## src/rtl/right_rotate_sequencer.sv

```systemverilog
// right_rotate_sequencer
// Accepts a value, a rotate amount and a direction. Then rotates the value one bit
// per clock until the amount is used up, and holds the result until the
// consumer takes it.
module right_rotate_sequencer #(
  parameter int WIDTH = 8,
  parameter int AMT_W = 3
) (
  input  logic             clk,
  input  logic             rst,
  input  logic             cmd_valid,
  output logic             cmd_ready,
  input  logic [WIDTH-1:0] cmd_data,
  input  logic [AMT_W-1:0] cmd_amt,
  input  logic             cmd_dir,
  output logic             res_valid,
  input  logic             res_ready,
  output logic [WIDTH-1:0] res_data,
  output logic             busy
);

  typedef enum logic [1:0] {
    S_IDLE  = 2'd0,
    S_SHIFT = 2'd1,
    S_DONE  = 2'd2
  } state_t;

  state_t           r_state;
  logic [WIDTH-1:0] r_data;
  logic [AMT_W-1:0] r_cnt;
  logic             r_dir;

  // Single-bit rotations of the working register in both directions.
  logic [WIDTH-1:0] w_rot_right;
  logic [WIDTH-1:0] w_rot_left;

  // The rotations are bit permutations only. Each output bit takes one neighbour
  // of the register, and the index wraps at the ends.
  for (genvar gi = 0; gi < WIDTH; gi++) begin : g_rot
    assign w_rot_right[gi] = r_data[(gi + 1) % WIDTH];
    assign w_rot_left[gi]  = r_data[(gi + WIDTH - 1) % WIDTH];
  end

  // Sequencer: load on handshake, rotate once per cycle, then hold until consumed.
  always_ff @(posedge clk) begin
    if (rst) begin
      r_state <= S_IDLE;
      r_data  <= '0;
      r_cnt   <= '0;
      r_dir   <= 1'b0;
    end else begin
      case (r_state)
        S_IDLE: begin
          if (cmd_valid) begin
            r_data  <= cmd_data;
            r_cnt   <= cmd_amt;
            r_dir   <= cmd_dir;
            // A zero amount skips rotation and presents the operand as it is.
            r_state <= (cmd_amt == '0) ? S_DONE : S_SHIFT;
          end
        end
        S_SHIFT: begin
          r_data <= r_dir ? w_rot_left : w_rot_right;
          r_cnt  <= r_cnt - AMT_W'(1);
          // The last rotation happens on this edge, so the result is ready next cycle.
          if (r_cnt == AMT_W'(1)) begin
            r_state <= S_DONE;
          end
        end
        S_DONE: begin
          if (res_ready) begin
            r_state <= S_IDLE;
          end
        end
        default: begin
          r_state <= S_IDLE;
        end
      endcase
    end
  end

  // The handshake flags and busy are decoded from the state only. res_data
  // exposes the working register at all times.
  assign cmd_ready = (r_state == S_IDLE);
  assign res_valid = (r_state == S_DONE);
  assign busy      = (r_state != S_IDLE);
  assign res_data  = r_data;

endmodule

```

## config.mk

```make
export PLATFORM = sky130hd
export DESIGN_NAME = right_rotate_sequencer
export DESIGN_NICKNAME = d
export VERILOG_FILES = /design/src/rtl/right_rotate_sequencer.sv
export SDC_FILE = /design/constraint.sdc
export NUM_CORES = 1
export LEC_CHECK = 0
export CELL_PAD_IN_SITES_DETAIL_PLACEMENT = 2
export CELL_PAD_IN_SITES_GLOBAL_PLACEMENT = 2
export CORE_UTILIZATION = 23
export CTS_CLUSTER_DIAMETER = 50
export DETAILED_ROUTE_END_ITERATION = 10
export GPL_ROUTABILITY_DRIVEN = 0
export PLACE_DENSITY_LB_ADDON = 0.1
export SYNTH_ARGS = -nofsm -noshare
export SYNTH_HDL_FRONTEND = slang
export SYNTH_SLANG_ARGS = --single-unit
export TNS_END_PERCENT = 1
```

## constraint.sdc

```tcl
create_clock -name clk -period 1.2 [get_ports clk]
set_input_delay 0.24 -clock clk [delete_from_list [all_inputs] [get_ports clk]]
set_output_delay 0.24 -clock clk [all_outputs]
set_load 0.02 [all_outputs]
```

==> impl_metrics.ini, run 1 <==
[status]
status = complete, but fails checks
failed_checks = negative setup slack

[clock_network]
path_clk_slew_ns = 0.10
cts_made_buffers = 3
clock_latency_ns = 0.28
cts_setup_buffers = 0
clock-sinks = 14
cts_tree = built
cts_buffer_depth = 2
clock-root-buffer = clkbuf_4
htreeDepth = 1

[power_and_ir_drop]
combPwrFrac_pct = 39.8
p_clk_share_pct = 23.3
power_frac_seq_pct = 36.8
leakagePower_nw = 0.5508
ir_worst_vdd_mv = 0.5139
swShare_pct = 34.42
cell_internal_pwr_mw = 1.021
p_total_mw = 1.557
powerDensity_mw_per_mm2 = 1165
switching_power_mw = 0.5359

[die]
core.rowCount = 21
die_y_um = 61.19
fp.dieW_um = 61.19
die_area_mm2 = 0.003744
initial_utilization_pct = 24.15
core_mm2 = 0.003337
pin_count = 27

[place]
dp_hpwl_mm = 2.108
dp.cells = 169
io_buffers = 26

[critical_path]
critPathRequiredTime_ns = 1.39
r2r_setup_slack_ns = -0.05
arrival_ns = 1.44
criticalPathCategory = flop to flop
endpoint_kind = flop
worstPathMaxFanout = 6
critPathLaunchType = flop

[detailed_routing]
vias_per_cell = 4.798
routed_wl_mm = 2.780
num_vias = 830
first_pass_iters = 2
drc = 0
routedWlPerCell_um = 16.07
drtAntennaViolNets = 0
drt_iter0_drc = 13

[synth]
syn_avg_cell_area_um2 = 9.157
synth_cell_types = 27
synthCells = 88
ys_warn_count = 0
synthArstFlopShare_pct = 0
synth_ff_type = dfxtp_1
synth_fp_nets = 106
netlist_area_um2 = 805.8
synth_edf_count = 0
synth_seq_area_share_pct = 34.78
ys_seq_elements = 14

[grt]
grt_usage_pct = 16.43
grt_antenna_before_repair = 0
grt_pass1_vias = 844
overflow = 0
grt_max_degree = 11
grt_pass1_wl_mm = 4.347

[sta]
worstMarginPinSlew_ns = 0.3545
rsz0062_at_grt = true
maxSlewViolCount = 0
timing.final.ws_setup_ns = -0.04967
fin_setup_tns_ns = -0.2586
finalHoldViolCount = 0
clock_skew_ns = 0.002130
period_needed_ns = 1.250
final-setup-viol-count = 10
min_period_over_period_pct = 104.1
max_slew_margin_pct = 76.30
fmax_ghz = 0.8002

[finish]
n_antenna_cell = 0
fillCellCount = 390
num-nets-final = 146
areaGrowthSynthToFinish_pct = 65.84
drive_gt1_share_pct = 48.03
fin_util_pct = 40.04
instances_no_fill = 173

[flow_run]
maxCapViolCount = 0

[worst_hold_path]
hp-class = flop to flop
## through the flow
step / setup slack (ns) / hold slack (ns) / area (µm²)
floorplan: 0.01212 / 0.3872 / 805.8
global placement: -0.3013 / 0.4953 / 1205
detailed placement: -0.3532 / 0.4999 / 1205
CTS: -0.07586 / 0.5146 / 1294
global route: -0.1067 / 0.5494 / 1336
finish: -0.04967 / 0.5265 / 1336
## worst max-delay path, stage by stage (launching register included)
cell and delay (ns):
dfxtp_4 0.38, buf_6 0.14, nor2b_4 0.14, and3_1 0.19
a2111oi_2 0.31
## cells by family after synthesis
family / share of synthesized area [%]
compound gates: 25.47
simple gates: 15.53
buf+inv: 8.695
flops: 34.78
mux: 12.42
fa+ha+maj: 3.105
## repair_timing
| action | 4_1_cts | 5_1_grt |
|---|---|---|
| endpoints found under the setup margin | 23 | 21 |
| hold buffers | 0 | 0 |
| pin swaps | 0 | 12 |
| gates resized for setup | 51 | 20 |
## worst paths after layout
kind | startpoint | endpoint | depth (start not counted)
max | r_state[0]$_SDFFE_PP0P_ | r_cnt[2]$_SDFFE_PP0P_ | 4
min | res_data[5]$_SDFFE_PP0P_ | res_data[5]$_SDFFE_PP0P_ | 2
max reg2reg | r_state[0]$_SDFFE_PP0P_ | r_cnt[2]$_SDFFE_PP0P_ | 4
min reg2reg | res_data[5]$_SDFFE_PP0P_ | res_data[5]$_SDFFE_PP0P_ | 2
## area by class of cell
class	instances	area (µm²)	share of cell area (%)
clock buffer	4	36.28	2.715
inverter	9	33.78	2.528
multi-input combinational	60	540.5	40.45
sequential	14	295.3	22.10
tap	46	57.56	4.307
timing repair buffer	40	372.9	27.90
## cells in the mapped netlist, types with 2 or more instances
master | number | area [µm²]
a21oi_1 | 4 | 20.02
o21ai_0 | 8 | 40.04
a221oi_1 | 9 | 78.83
ha_1 | 2 | 25.02
nor2b_1 | 2 | 12.51
buf_6 | 2 | 22.52
mux2_2 | 2 | 22.52
mux2_1 | 6 | 67.56
nor3_1 | 3 | 15.01
buf_2 | 2 | 10.01
dfxtp_1 | 14 | 280.3
inv_1 | 8 | 30.03
nor2_1 | 12 | 45.04
## power groups by stage
stage                     Sequential (mW)  Combinational (mW)  Clock [mW]
after detailed placement            0.577               0.571           0
after global placement              0.576               0.553           0
after CTS                           0.570               0.589       0.376
after global routing                0.582               0.673       0.403
final                               0.574               0.620       0.363
after floorplan                     0.606               0.260           0
## routing by layer
| metal | part of all wire, % | vias to the layer above | GRT usage (%) |
|---|---|---|---|
| li1 | - | 401 | - |
| met1 | 48 | 417 | 21.78 |
| met2 | 50 | 10 | 27.33 |
| met3 | 1.9 | 2 | 3.151 |
| met4 | 0.76 | 0 | 4.221 |
| met5 | 0 | - | 0 |
## cell usage in the layout (no fill, tap or decap), types with 2 or more instances in the layout
cell	instances
clkdlybuf4s15_2	5
a21oi_1	3
dfxtp_4	2
dfxtp_2	6
clkdlybuf4s50_1	14
a221oi_2	8
nor3_1	3
nor2b_2	2
inv_1	8
buf_4	12
ha_1	2
mux2_1	5
o21ai_0	8
clkbuf_4	3
dfxtp_1	6
nor2_1	11
a211oi_2	2
buf_6	2
mux2_2	3
buf_2	2
clkbuf_2	2
## registers in the layout, summed over array words and instances (netlist names)
| name | flops |
|---|---|
| r_dir | 1 |
| r_state | 2 |
| res_data | 8 |
| r_cnt | 3 |
No activity file was read; power rests on OpenSTA's default activity.
==> run 2: changes to the inputs <==
--- a/config.mk
+++ b/config.mk
@@ -5,14 +5,15 @@
 export SDC_FILE = /design/constraint.sdc
 export NUM_CORES = 1
 export LEC_CHECK = 0
+export ABC_AREA = 1
 export CELL_PAD_IN_SITES_DETAIL_PLACEMENT = 2
 export CELL_PAD_IN_SITES_GLOBAL_PLACEMENT = 2
-export CORE_UTILIZATION = 23
+export CORE_UTILIZATION = 22
 export CTS_CLUSTER_DIAMETER = 50
 export DETAILED_ROUTE_END_ITERATION = 10
 export GPL_ROUTABILITY_DRIVEN = 0
-export PLACE_DENSITY_LB_ADDON = 0.1
+export PLACE_DENSITY_LB_ADDON = 0.3
 export SYNTH_ARGS = -nofsm -noshare
 export SYNTH_HDL_FRONTEND = slang
 export SYNTH_SLANG_ARGS = --single-unit
-export TNS_END_PERCENT = 1
+export TNS_END_PERCENT = 5
==> run 2 against run 1 <==
The run still ends with negative setup slack left. Die area increased by 22%. Via count rose by 25%. Combinational power up 79%. Clock skew up 0.0010 ns. Area after synthesis increased by 18%. Worst setup slack improved by 0.023 ns. Routed wire length increased by 17%. Critical path depth increased by 3. Sequential power rose by 5.7%. Clock-buffer cell count decreased by 1. Critical endpoint is now res_data[4]$_SDFFE_PP0P_.
==> impl_metrics.ini, run 2 <==
[die]
core_mm2 = 0.004086
fp.dieW_um = 67.70
initial_utilization_pct = 23.24
die_y_um = 67.70
pin_count = 27
core.rowCount = 23
die_area_mm2 = 0.004583

[finish]
drive_gt1_share_pct = 30.94
fillCellCount = 483
mostFrequentLayoutCells = nand2_1, inv_1, clkdlybuf4s50_1, nand3_2, dfxtp_1
num-nets-final = 201
n_antenna_cell = 0
areaGrowthSynthToFinish_pct = 52.96
fin_util_pct = 35.55
instances_no_fill = 231
design_area_mm2 = 0.001453
final_common_cell = nand2_1
largest_reg_flops = 8

[detailed_routing]
first_pass_iters = 3
num_vias = 1035
routed_wl_mm = 3.251
drc = 0
vias_per_cell = 4.481
drt_iter0_drc = 21
routedWlPerCell_um = 14.07
drtAntennaViolNets = 0

[synth]
synth_seq_area_share_pct = 29.51
ys_warn_count = 0
synth_most_common_cell = nand2_1
synth_edf_count = 0
netlist_area_um2 = 949.7
syn_avg_cell_area_um2 = 6.688
synth_ff_type = dfxtp_1
ys_top_cells_by_area = dfxtp_1, nand2_1, nand3_2, inv_1, nand3_1
synthTopCellsByCount = nand2_1, inv_1, nand3_2
synthArstFlopShare_pct = 0
synth_fp_nets = 160
synthCells = 142
synth_cell_types = 21
synth_top_area_share_pct = 29.51
ys_seq_elements = 14
yosysTopAreaCell = dfxtp_1

[grt]
grt_max_degree = 11
grt_antenna_before_repair = 0
grt_pass1_wl_mm = 5.188
grt_pass1_vias = 1141
overflow = 0
grt_usage_pct = 15.56

[sta]
period_needed_ns = 1.226
max_slew_margin_pct = 80.43
fin_setup_tns_ns = -0.1483
clock_skew_ns = 0.003132
worstMarginPinSlew_ns = 0.2917
maxSlewViolCount = 0
finalHoldViolCount = 0
min_period_over_period_pct = 102.2
rsz0062_at_grt = true
whs_ns = 0.5071
timing.final.ws_setup_ns = -0.02647
fmax_ghz = 0.8153
final-setup-viol-count = 8

[critical_path]
crit_chain = buf_6, inv_6, a21oi_4, buf_12, nand3_4, nand3_2, inv_2
slowest_stage = dfxtp_4
worstPathMaxFanout = 8
max_stage_delay_ns = 0.37
critPathRequiredTime_ns = 1.35
critPathLaunchType = flop
criticalPathCategory = flop to flop
endpoint_kind = flop
arrival_ns = 1.38

[clock_network]
clock-sinks = 14
ctsHoldBuffers = 0
htreeDepth = 1
cts_buffer_depth = 2
path_clk_slew_ns = 0.06
clock-root-buffer = clkbuf_8
clock_latency_ns = 0.25
cts_made_buffers = 3
cts_tree = built

[place]
dp_hpwl_mm = 2.502
io_buffers = 26
dp.cells = 227
place_area_mm2 = 0.001360
place_ws_ns = -0.3026

[power_and_ir_drop]
powerDensity_mw_per_mm2 = 1458
leakagePower_nw = 0.7365
p_total_mw = 2.118
ir_worst_vdd_mv = 0.4729

[status]
status = complete, but fails checks
failed_checks = negative setup slack

[flow_run]
maxCapViolCount = 0

[worst_hold_path]
hp-class = flop to flop
## run 2: cell count changes in the layout (fill, tap and decap cells not counted), moves of 4 or more
cell,previous run,this run
a221oi_2,8,0
clkdlybuf4s15_2,5,0
dfxtp_1,6,11
dfxtp_2,6,2
dlygate4sd2_1,1,7
inv_1,8,16
inv_2,1,10
mux2_1,5,0
nand2_1,0,41
nand3_1,0,10
nand3_2,0,14
o21ai_0,8,3
## run 2: kinds of logic after synthesis
group           after synthesis  share of synthesized area, %
simple gates                 81                         44.80
compound gates               12                         7.906
flops                        14                         29.51
fa+ha+maj                     2                         2.635
buf+inv                      33                         15.15
## run 2: worst paths after layout
kind | to | depth (start not counted) | slack, ns | from
hold / removal | r_cnt[1]$_SDFFE_PP0P_ | 2 | 0.51 | r_cnt[1]$_SDFFE_PP0P_
setup reg to reg | res_data[4]$_SDFFE_PP0P_ | 7 | -0.03 | r_state[0]$_SDFFE_PP0P_
setup / recovery | res_data[4]$_SDFFE_PP0P_ | 7 | -0.03 | r_state[0]$_SDFFE_PP0P_
hold reg to reg | r_cnt[1]$_SDFFE_PP0P_ | 2 | 0.51 | r_cnt[1]$_SDFFE_PP0P_
## run 2: power breakdown
part	switching, mW	internal, mW
logic	0.639	0.467
clock network	0.183	0.223
registers	0.0533	0.554
total	0.875	1.24
## run 2: layout make-up
cell class | instances | area (µm²) | share of cell area, %
multi-input cells | 95 | 563.0 | 38.76
clock buffers | 3 | 41.29 | 2.842
well taps | 50 | 62.56 | 4.307
repair buffers | 40 | 382.9 | 26.36
flip-flops and latches | 14 | 286.5 | 19.72
inverters | 29 | 116.4 | 8.010
## run 2: what timing repair did
item / in CTS / in global routing
buffers inserted: 0 / 1
pin swaps: 1 / 7
resized for setup: 23 / 13
setup endpoints to repair: 22 / 14
## run 2: per-layer routing
layer / global-route usage [%] / up-vias / share of wire, %
met4: 6.383 / 0 / 1.4
li1: - / 515 / -
met3: 2.027 / 5 / 2.5
met2: 27.60 / 16 / 49
met1: 18.54 / 499 / 47
met5: 0 / - / 0
## run 2: worst max-delay path: cells and delay by family (launching register included)
kind,cells,cell delay (ns)
DFF,1,0.37
AOI/OAI and AO/OA,1,0.23
and+or+nand+nor,2,0.15
buffers and inverters,4,0.37
==> run 3: changes to the inputs <==
--- a/config.mk
+++ b/config.mk
@@ -9,6 +9,7 @@
 export CELL_PAD_IN_SITES_DETAIL_PLACEMENT = 2
 export CELL_PAD_IN_SITES_GLOBAL_PLACEMENT = 2
 export CORE_UTILIZATION = 22
+export CTS_BUF_LIST = sky130_fd_sc_hd__clkbuf_8 sky130_fd_sc_hd__clkbuf_16
 export CTS_CLUSTER_DIAMETER = 50
 export DETAILED_ROUTE_END_ITERATION = 10
 export GPL_ROUTABILITY_DRIVEN = 0
==> results of run 3 <==
Same layout as run 2: the final DEF is identical, and so are final timing and power.
